===== src/rtl/fm_audio_i2s.sv =====
// fm_audio_i2s: mixes FM and PCM stereo samples with master volume and saturation, then serializes them as I2S.
// Sticky clip flags exist only when AUDIO_MIX_CLIP_DETECT_EN is defined.
module fm_audio_i2s #(
  parameter int BCLK_DIV = 4
) (
  input  logic        clk,
  input  logic        reset,
  input  logic [15:0] fm_l,
  input  logic [15:0] fm_r,
  input  logic [15:0] pcm_l,
  input  logic [15:0] pcm_r,
  input  logic [7:0]  master_vol,
  input  logic        clip_clr,
  output logic        frame_start,
  output logic        i2s_bclk,
  output logic        i2s_lrclk,
  output logic        i2s_sdata,
  output logic        clip_l,
  output logic        clip_r
);
  localparam int DW = $clog2(BCLK_DIV);

  // Returns {clip_event, saturated_word}.
  function automatic logic [16:0] mix(input logic [15:0] a, input logic [15:0] b, input logic [7:0] v);
    logic signed [16:0] s;
    logic signed [25:0] p;
    logic signed [18:0] q;
    s = $signed({a[15], a}) + $signed({b[15], b});
    p = $signed({{9{s[16]}}, s}) * $signed({18'd0, v});
    q = p[25:7];
    return q > 19'sd32767 ? {1'b1, 16'h7fff} : q < -19'sd32768 ? {1'b1, 16'h8000} : {1'b0, q[15:0]};
  endfunction

  logic [DW-1:0] div_q, div_d;
  logic          bclk_q, bclk_d, lr_q, lr_d, sd_q, sd_d, fs_q, fs_d;
  logic [5:0]    bit_q, bit_d;
  logic [15:0]   fml_q, fmr_q, pcml_q, pcmr_q, outl_q, outr_q, word;
  logic [7:0]    vol_q;
  logic [16:0]   mix_l, mix_r;
  logic          tc, fall, wrap;
  logic [4:0]    n;

  always_comb begin
    tc = div_q == DW'(BCLK_DIV - 1);
    fall = tc & bclk_q;
    wrap = fall & (bit_q == 6'd63);
    div_d = tc ? '0 : div_q + DW'(1);
    bclk_d = bclk_q ^ tc;
    bit_d = bit_q + {5'd0, fall};
    n = bit_d[4:0];
    word = bit_d[5] ? outr_q : outl_q;
    lr_d = bit_d[5];
    sd_d = fall ? (n != 5'd0 && n <= 5'd16 && word[4'(5'd16 - n)]) : sd_q;
    fs_d = wrap;
    mix_l = mix(fml_q, pcml_q, vol_q);
    mix_r = mix(fmr_q, pcmr_q, vol_q);
  end

  always_ff @(posedge clk or posedge reset) begin
    if (reset) begin
      div_q  <= '0;
      bclk_q <= 1'b0;
      lr_q   <= 1'b0;
      sd_q   <= 1'b0;
      fs_q   <= 1'b0;
      bit_q  <= '0;
      fml_q  <= '0;
      fmr_q  <= '0;
      pcml_q <= '0;
      pcmr_q <= '0;
      vol_q  <= '0;
      outl_q <= '0;
      outr_q <= '0;
    end else begin
      div_q  <= div_d;
      bclk_q <= bclk_d;
      lr_q   <= lr_d;
      sd_q   <= sd_d;
      fs_q   <= fs_d;
      bit_q  <= bit_d;
      if (wrap) begin
        fml_q  <= fm_l;
        fmr_q  <= fm_r;
        pcml_q <= pcm_l;
        pcmr_q <= pcm_r;
        vol_q  <= master_vol;
      end
      // Mixer result lands one clk after the latch, well before slot 1.
      if (fs_q) begin
        outl_q <= mix_l[15:0];
        outr_q <= mix_r[15:0];
      end
    end
  end

  assign frame_start = fs_q;
  assign i2s_bclk    = bclk_q;
  assign i2s_lrclk   = lr_q;
  assign i2s_sdata   = sd_q;

`ifdef AUDIO_MIX_CLIP_DETECT_EN
  logic clipl_q, clipr_q;

  // A clip event at load wins over a simultaneous clear.
  always_ff @(posedge clk or posedge reset) begin
    if (reset) begin
      clipl_q <= 1'b0;
      clipr_q <= 1'b0;
    end else begin
      clipl_q <= (fs_q & mix_l[16]) | (clipl_q & ~clip_clr);
      clipr_q <= (fs_q & mix_r[16]) | (clipr_q & ~clip_clr);
    end
  end

  assign clip_l = clipl_q;
  assign clip_r = clipr_q;
`else
  logic unused_clip;

  assign unused_clip = ^{clip_clr, mix_l[16], mix_r[16]};
  assign clip_l = 1'b0;
  assign clip_r = 1'b0;
`endif
endmodule

===== config.mk =====
export PLATFORM = sky130hd
export DESIGN_NAME = fm_audio_i2s
export DESIGN_NICKNAME = d
export VERILOG_FILES = /design/src/rtl/fm_audio_i2s.sv
export SDC_FILE = /design/constraint.sdc
export NUM_CORES = 1
export LEC_CHECK = 0
export ABC_CLOCK_PERIOD_IN_PS = 18400
export CORE_MARGIN = 2
export CORE_UTILIZATION = 30
export DETAILED_ROUTE_END_ITERATION = 16
export GPL_TIMING_DRIVEN = 0
export SYNTH_ARGS = -nofsm -noshare
export SYNTH_HDL_FRONTEND = slang
export SYNTH_SLANG_ARGS = --single-unit

===== constraint.sdc =====
create_clock -name clk -period 18.4 [get_ports clk]
set_input_delay 3.68 -clock clk [delete_from_list [all_inputs] [get_ports clk]]
set_output_delay 3.68 -clock clk [all_outputs]
set_load 0.02 [all_outputs]

==> results of run 1 <==
metal layers:
metal | routed length [um] | GRT usage, %
met2 | 20500 | 26.5
met3 | 1990 | 2.26
met1 | 19100 | 20.6
met5 | 0 | 0
met4 | 1170 | 5.58
area by class of cell:
type | count | area [um^2]
diodes | 1 | 2.50
plain buffers | 77 | 322
clock buffers | 19 | 453
clock inverters | 13 | 124
fillers | 5405 | 35300
inverters | 320 | 1210
multi-input cells | 1238 | 12000
flip-flops and latches | 115 | 2880
well taps | 696 | 871
repair buffers | 78 | 798
synthesized netlist by cell type (all sizes together) (9+ instances only):
library cell / n / area, um^2
inv: 319 / 1200
fa: 216 / 4320
nand2: 144 / 541
ha: 133 / 1660
dfrtp: 115 / 2880
and2: 94 / 588
mux2: 68 / 766
clkbuf: 65 / 244
nor2: 63 / 236
nand3: 48 / 240
xnor2: 43 / 377
o21ai: 40 / 200
a21oi: 39 / 195
nor2b: 29 / 181
o211ai: 22 / 170
xor2: 22 / 193
nor3: 21 / 110
and3: 19 / 119
a21o: 16 / 120
a221o: 16 / 160
o22ai: 15 / 100
or3: 14 / 92.6
o31ai: 13 / 116
buf: 12 / 77.6
mux4: 10 / 225
nand2b: 10 / 62.6
nand3b: 10 / 75.1
o21a: 10 / 75.1
or2: 10 / 62.6
a311oi: 9 / 78.8
o31a: 9 / 78.8
worst max-delay path: cells and delay by family (launching register included):
family          cells  cell delay, ns
flops               1            0.38
compound gates     13            3.22
fa+ha+maj           6            2.71
xor+xnor            1            0.30
simple gates        3            1.29
buf+inv             5            0.64
kinds of logic (layout without fill, tap and decap cells):
kind of cell | count (synthesis) | after routing | synth area share, %
simple gates | 492 | 492 | 15.5
buf+inv | 397 | 507 | 9.30
fa+ha+maj | 349 | 349 | 36.6
compound gates | 249 | 249 | 11.3
flops | 115 | 115 | 17.6
mux | 81 | 81 | 6.24
xor+xnor | 65 | 65 | 3.48
other cells | 1 | 3 | 0.0229
power by group:
| group | internal (mW) | leakage (nW) | switching, mW |
|---|---|---|---|
| Clock | 0.194 | 0.265 | 0.137 |
| Combinational | 0.0145 | 7.76 | 0.00794 |
| Sequential | 0.253 | 1.57 | 0 |
| Total | 0.461 | 9.60 | 0.145 |
final timing paths:
kind / start / endpoint / cells past startpoint
worst max-delay path: fml_q[1] / outl_q[4] / 28
worst min-delay path: div_q[0] / div_q[0] / 1
worst max register to register: fml_q[1] / outl_q[4] / 28
worst min register to register: div_q[0] / div_q[0] / 1
max in group asynchronous: reset / fml_q[12] / 3
min in group asynchronous: reset / fmr_q[6] / 2
registers in the layout, summed over array words and instances (netlist names):
register and cells:
fml_q 16, fmr_q 16, outl_q 16, outr_q 16, pcml_q 16, pcmr_q 16, vol_q 8, bit_q 6
div_q 2, frame_start 1, i2s_bclk 1, i2s_sdata 1
metrics by stage:
| stage | instances | power [mW] | hold WS, ns | util [%] | cell area [um^2] |
|---|---|---|---|---|---|
| after floorplan | 1750 | 0.262 | 0.403 | - | 16400 |
| after detailed placement | 2524 | 0.281 | 0.429 | 33.5 | 18100 |
| after global routing | 2556 | 0.626 | 0.464 | 34.5 | 18600 |
| after CTS | 2556 | 0.617 | 0.435 | 34.5 | 18600 |
| final | 2557 | 0.606 | 0.428 | 34.6 | 18600 |
| after global placement | 2523 | 0.279 | 0.415 | 33.4 | 18000 |
==> impl_results.md, run 1 <==
- Synth-to-Final Area Change: 13.8%
- Starting Density: 30.4%
- Dpl ws: 9.80 ns
- Pleak: 9.60 nW
- Commonest non-fill, non-tap cell in the layout: inv_1
- Largest net degree at the start of global routing: 60
- DR iter-0 viols: 704
- DP HPWL: 34600 um
- Yosys reg bits: 115
- Hold Vio Cnt, Final: 0
- Worst min path class: flip-flop to flip-flop
- Clk Latency, worst-skew pair: 0.45 ns
- Slew Limit Fails: 0
- Measured slew at the worst slew-check pin: 1.31 ns
- Boundary Pins: 81
- Fmax: 0.115 GHz
- Post-CTS Setup Inserts: 0
- # setup viols final: 0
- Most frequent cells in the layout: inv_1, fa_1, nand2_1
- Critical path endpoint category: flip-flop
- Cts hold-fix bufs: 0
- Clk sinks: 115
- Max cap viols: 0
- Sequential-to-total area share from yosys stat: 17.6%
- Share of cells above drive strength 1: 7.63%
- Standard-cell rows: 85
- Die height: 238 um
- Number of remaining DRC errors: 0
- Vias in the first global route: 13157
- Routed via count: 12603
- Worst path max stage delay: 0.97 ns
- Total CTS buffers: 17
- Max Clock Skew: 0.00857 ns
- Reg2reg setup slack: 9.73 ns
- First-pass GRT wire length: 70000 um
- Post-synth ARST share: 100%
- EDFF count, synth: 0
- Crit-path max FO: 10
- Via/cell ratio: 4.93
- Die width: 238 um
- CP Data Required Time: 18.73 ns
- Final #Nets: 2271
- Final worst path period need: 8.67 ns
- CP Launch Type: flip-flop
- Maximum clock path buffer count: 2
- Avg WL per Cell: 16.8 um
- Number of gates resized after CTS: 0
- WS Path Type: flip-flop to flip-flop
- Worst path arrival time: 9.00 ns
- Htree depth: 4
- Pwr dens: 32.5 nW/um^2
- Gr ovfl total: 0
- Syn avg cell area: 9.36 um^2
- # port buffers: 77
- CTS tree: yes
- Post-Route Setup TNS: 0 ns
- RSZ-0062 raised after global routing: no
- Antenna violations before repair: 2
- Relative slew slack: 12.3%
- Slowest CP cell: nor3_1
- First-pass iteration count of the detailed router: 5
- Final Wtd Congestion: 0.886
- Core Region: 53900 um^2
- Yosys warns: 0
- Worst Slack Setup Final: 9.73 ns
- Distinct cells, synth: 78
- DRT Wirelength: 42800 um
- VDD IR-drop max: 0.0675 mV
- Synth Instances: 1749
- Clock-pin slew on the worst setup and hold paths: 0.06 ns
- Top_reg_cell synth: dfrtp_1
- Antenna-violating nets left: 0
- Final period util: 47.1%
- Die area: 56500 um^2
- GR Util All Layers: 15.7%
- Status: completed
- Root Driver: clkbuf_16
- Mapped Area: 16400 um^2
Power figures use the tool's default switching activity.
==> run 2, diff against run 1 <==
Settings changed: ABC_CLOCK_PERIOD_IN_PS 18400 to 7300.
Clock period 18.4 ns to 7.3 ns, I/O delays scaled along.
==> run 2 against run 1 <==
Effect of this change: the run now ends with negative setup slack left; die area is the same; flip-flop and latch count did not move; clock power rose to 2.6 times the previous value; sequential power grew to 2.5 times the previous value; non-clock buffer count up 61; register-to-register slack lost 9.9 ns; largest power group unchanged.
==> impl_results.md, run 2 (synthesis results as in run 1) <==
- Total CTS buffers: 17
- Grt met3 use: 2.09%
- Slowest CP cell: fa_1
- Core Region: 53900 um^2
- Gr ovfl total: 0
- Die width: 238 um
- Die area: 56500 um^2
- Clock network power share: 55.7%
- Relative slew slack: 12.0%
- Largest net degree at the start of global routing: 59
- Worst min path class: flip-flop to flip-flop
- Standard-cell rows: 85
- Starting Density: 30.4%
- WS Path Type: flip-flop to flip-flop
- Final hold slack: 0.423 ns
- # setup viols final: 15
- Final core utilization: 36.8%
- Max Clock Skew: 0.0118 ns
- CTS tree: yes
- Fmax: 0.134 GHz
- Synth-to-Final Area Change: 21.2%
- Final #Nets: 2332
- Via/cell ratio: 4.98
- DP HPWL: 34600 um
- Combinational cell fraction of total power: 3.6%
- Internal Power: 1.21 mW
- Boundary Pins: 81
- Final Wtd Congestion: 0.849
- Register share of total power: 40.7%
- Antenna violations before repair: 0
- Avg WL per Cell: 16.9 um
- Critical path endpoint category: flip-flop
- Clk sinks: 115
- CP Launch Type: flip-flop
- Hold Vio Cnt, Final: 0
- DR iter-0 viols: 699
- First-pass GRT wire length: 71900 um
- Vias in the first global route: 13925
- Die height: 238 um
- Worst path max stage delay: 0.56 ns
- Commonest non-fill, non-tap cell in the layout: inv_1
- First-pass iteration count of the detailed router: 5
- GR Util All Layers: 16.1%
- GR peak layer: met2
- Worst path arrival time: 7.79 ns
- Clock-pin slew on the worst setup and hold paths: 0.06 ns
- Maximum clock path buffer count: 2
- Pleak: 10.1 nW
- Pwr dens: 78.9 nW/um^2
- Antenna-violating nets left: 0
- Crit-path max FO: 5
- # port buffers: 77
- Final period util: 102%
- Met2 usage in global routing: 26.9%
- Final worst path period need: 7.47 ns
- RSZ-0062 raised after global routing: yes
- Cts hold-fix bufs: 0
- Share of cells above drive strength 1: 15.5%
- Measured slew at the worst slew-check pin: 1.30 ns
- Routed via count: 13034
- Sw Ratio: 22.8%
- Most frequent cells in the layout: inv_1, fa_1, nand2_1
- CP Data Required Time: 7.62 ns
- Dpl cells: 2524
- Finished Layout Cells: 2618
- Htree depth: 4
- Clk Latency, worst-skew pair: 0.45 ns
- Post-Route Setup TNS: -2.19 ns
- Root Driver: clkbuf_16
- Status: complete, but fails checks
- Worst Slack Setup Final: -0.172 ns
- Met1 GRT Util: 20.8%
- Slew Limit Fails: 0
- Psw: 356 uW
- Max cap viols: 0
- VDD IR-drop max: 0.160 mV
- DRT Wirelength: 44300 um
- Number of remaining DRC errors: 0
- Violated checks: negative setup slack
- Total Power: 1.57 mW
run 2: cell types whose count changed in the layout (fill, tap and decap cells not counted), sizes merged:
| cell | delta |
|---|---|
| buf | +65 |
| bufinv | +2 |
| clkbuf | -4 |
| clkinv | +4 |
| clkinvlp | -3 |
| inv | -3 |
run 2: stage by stage:
step	setup slack, ns	area [um^2]
global placement	-1.19	18000
detailed placement	-1.20	18100
finish	-0.172	19800
floorplan	0.0898	16400
CTS	-0.115	19500
global route	-0.501	19800
run 2: layer usage:
metal  wire, um  vias to the layer above
met5          0                        -
met4       1710                        0
met3       1900                       75
met2      21000                      352
met1      19700                     6543
li1           -                     6064
run 2: area by class of cell:
class	count	area [um^2]
clock buffers	19	433
fillers	5349	34100
flip-flops and latches	115	2880
inverters	320	1210
repair buffers	143	1340
diodes	1	2.50
well taps	696	871
clock inverters	13	159
multi-input cells	1238	12600
plain buffers	73	318
run 2: power groups by stage:
stage / clock [mW] / sequential [mW] / combinational (mW)
4_1_cts: 0.892 / 0.638 / 0.0577
5_1_grt: 0.917 / 0.637 / 0.0610
2_1_floorplan: 0 / 0.649 / 0.0113
3_5_place_dp: 0 / 0.649 / 0.0575
3_3_place_gp: 0 / 0.649 / 0.0547
6_report: 0.872 / 0.638 / 0.0560
run 2: worst paths after layout:
path / start / to / slack (ns) / cells after the start
worst max-delay path: pcmr_q[0] / outr_q[1] / -0.17 / 30
worst min-delay path: div_q[0] / div_q[0] / 0.42 / 1
worst max register to register: pcmr_q[0] / outr_q[1] / -0.17 / 30
worst min register to register: div_q[0] / div_q[0] / 0.42 / 1
max in group asynchronous: reset / pcml_q[12] / 5.15 / 3
min in group asynchronous: reset / fmr_q[4] / 1.44 / 2
run 2: timing repair:
action / 4_1_cts / 5_1_grt
gates cloned: 2 / 1
pin swaps: 44 / 43
buffers inserted: 47 / 16
endpoints found under the setup margin: 32 / 32
gates resized for setup: 98 / 42
run 2: critical path: cells and delay by family (launching register included):
family	cells	cell delay [ns]
buffers and inverters	6	0.59
flip-flops	1	0.38
AND/OR/NAND/NOR	4	0.89
AO/OA/AOI/OAI	13	2.80
adder cells (fa/ha/maj)	7	2.68
==> run 3, diff against run 2 <==
Settings changed: ABC_CLOCK_PERIOD_IN_PS 7300 to 7700, MAX_ROUTING_LAYER set to met4, PLACE_DENSITY set to 0.43.
Clock period 7.3 ns to 7.7 ns, I/O delays scaled along.
==> run 3 against run 2 <==
Effect of this change: critical path depth stayed put; count of clock-buffer cells in the layout decreased by 1; routed wire length increased by 6.5%; highest routed layer unchanged; maximum frequency rose by 0.86%; total power is 3.6% lower; non-clock buffer count down 24; cell area fell by 1.4%; clock skew grew 0.020 ns; via count is 3.4% lower; worst hold slack better by 0.0018 ns; the run now ends clean; die area did not move; clock power shrank 2.5%.
==> impl_results.md, run 3 (synthesis results as in run 1) <==
- First-pass iteration count of the detailed router: 8
- Commonest non-fill, non-tap cell in the layout: inv_1
- Pwr dens: 77.1 nW/um^2
- Slew Limit Fails: 0
- Gr ovfl total: 0
- Crit-path max FO: 5
- Standard-cell rows: 85
- R2R Path End: outr_q[4]
- Clk Latency, worst-skew pair: 0.50 ns
- Final core utilization: 36.3%
- Worst path arrival time: 7.76 ns
- Die width: 238 um
- R2r worst-path depth: 30
- Status: completed
- Post-Route Setup TNS: 0 ns
- First-pass GRT wire length: 74400 um
- Worst path max stage delay: 0.54 ns
- Final Wtd Congestion: 0.816
- Worst reg2reg startpoint: pcmr_q[1]
- Register share of total power: 40.1%
- Sw Ratio: 25.4%
- Most frequent CP cell: fa_1
- Final worst path period need: 7.41 ns
- Antenna-violating nets left: 0
- Via/cell ratio: 4.86
- # port buffers: 77
- Total CTS buffers: 17
- Worst min path class: flip-flop to flip-flop
- DP HPWL: 37100 um
- WS Path Type: flip-flop to flip-flop
- Cts hold-fix bufs: 0
- Share of cells above drive strength 1: 13.9%
- Clock-pin slew on the worst setup and hold paths: 0.07 ns
- Largest net degree at the start of global routing: 63
- Post-place instance area: 18100 um^2
- Number of remaining DRC errors: 0
- Slowest CP cell: fa_1
- Hold wc startpoint: div_q[0]
- Root Driver: clkbuf_16
- DRT Wirelength: 47200 um
- Most frequent cells in the layout: inv_1, fa_1, nand2_1
- Vias in the first global route: 12989
- Final #Nets: 2308
- Relative slew slack: 11.9%
- Worst hold path endpoint: div_q[0]
- Pleak: 9.94 nW
- CP Launch Type: flip-flop
- Total Power: 1.51 mW
- Htree depth: 4
- Fin area: 19600 um^2
- Critical path endpoint category: flip-flop
- Hold Vio Cnt, Final: 0
- Starting Density: 30.4%
- Die height: 238 um
- # setup viols final: 0
- Antenna violations before repair: 2
- Max cap viols: 0
- Routed via count: 12596
- Fmax: 0.135 GHz
- Clock network power share: 56.4%
- Combinational cell fraction of total power: 3.6%
- Max Clock Skew: 0.0320 ns
- Internal Power: 1.13 mW
- DR iter-0 viols: 568
- Measured slew at the worst slew-check pin: 1.30 ns
- Avg WL per Cell: 18.2 um
- CTS tree: yes
- Psw: 383 uW
- CP Data Required Time: 8.05 ns
- Die area: 56500 um^2
- Boundary Pins: 81
- Clk sinks: 115
- GR Util All Layers: 17.8%
- Final period util: 96.2%
- Maximum clock path buffer count: 2
- Synth-to-Final Area Change: 19.5%
- VDD IR-drop max: 0.125 mV
- Worst hold stages: 1
- Reg2reg setup slack: 0.29 ns
- Final hold slack: 0.424 ns
- Core Region: 53900 um^2
[run 3: cell types whose count changed in the layout (fill, tap and decap cells not counted), sizes merged]
cell / change
buf: -23
clkbuf: -2
inv: +1
clkinvlp: -2
clkinv: +3
bufinv: -1
[run 3: power groups by stage]
stage | Clock (mW) | Sequential (mW) | Combinational (mW)
finish | 0.850 | 0.604 | 0.0541
global route | 0.902 | 0.604 | 0.0595
CTS | 0.880 | 0.604 | 0.0562
detailed placement | 0 | 0.615 | 0.0561
global placement | 0 | 0.616 | 0.0534
floorplan | 0 | 0.615 | 0.0107
[run 3: per-stage QoR]
stage	std cells	setup WS, ns
6_report	2594	0.292
5_1_grt	2594	-0.0115
4_1_cts	2571	0.0105
3_5_place_dp	2524	-0.959
3_3_place_gp	2523	-0.946
2_1_floorplan	1750	0.350
[run 3: worst max-delay path, delay by kind of cell (launching register included)]
family	cells	cell delay, ns
fa+ha+maj	6	2.42
compound gates	13	2.49
buf+inv	7	0.83
simple gates	4	1.13
flops	1	0.39
[run 3: per-layer routing]
| metal | vias up | track usage, % | share of wire, % |
|---|---|---|---|
| met5 | - | - | 0 |
| met4 | 0 | 4.94 | 1.6 |
| met3 | 33 | 2.29 | 3.7 |
| met2 | 243 | 27.4 | 45 |
| met1 | 6308 | 24.7 | 49 |
| li1 | 6012 | - | - |
[run 3: what timing repair did]
action | CTS | global route
setup buffers | 18 | 21
gates resized for setup | 46 | 75
pin swaps | 13 | 36
cloned | 0 | 2
setup endpoints to repair | 32 | 32
[run 3: area by class of cell]
class,count,area (um^2)
Timing Repair Buffer,119,1140
Inverter,320,1210
Tap cell,696,871
Buffer,73,314
Clock buffer,18,439
Antenna cell,1,2.50
Multi-Input combinational cell,1238,12600
Fill cell,5498,34400
Sequential cell,115,2880
Clock inverter,14,153
[run 3: how the worst max path moves through the flow]
stage	depth (start not counted)	start	slack [ns]	endpoint
floorplan	29	fml_q[0]	0.35	outl_q[4]
global placement	29	fmr_q[0]	-0.95	outr_q[2]
detailed placement	29	fmr_q[0]	-0.96	outr_q[8]
CTS	30	pcmr_q[0]	0.01	outr_q[3]
global route	31	fmr_q[0]	-0.01	outr_q[3]
finish	30	pcmr_q[1]	0.29	outr_q[4]
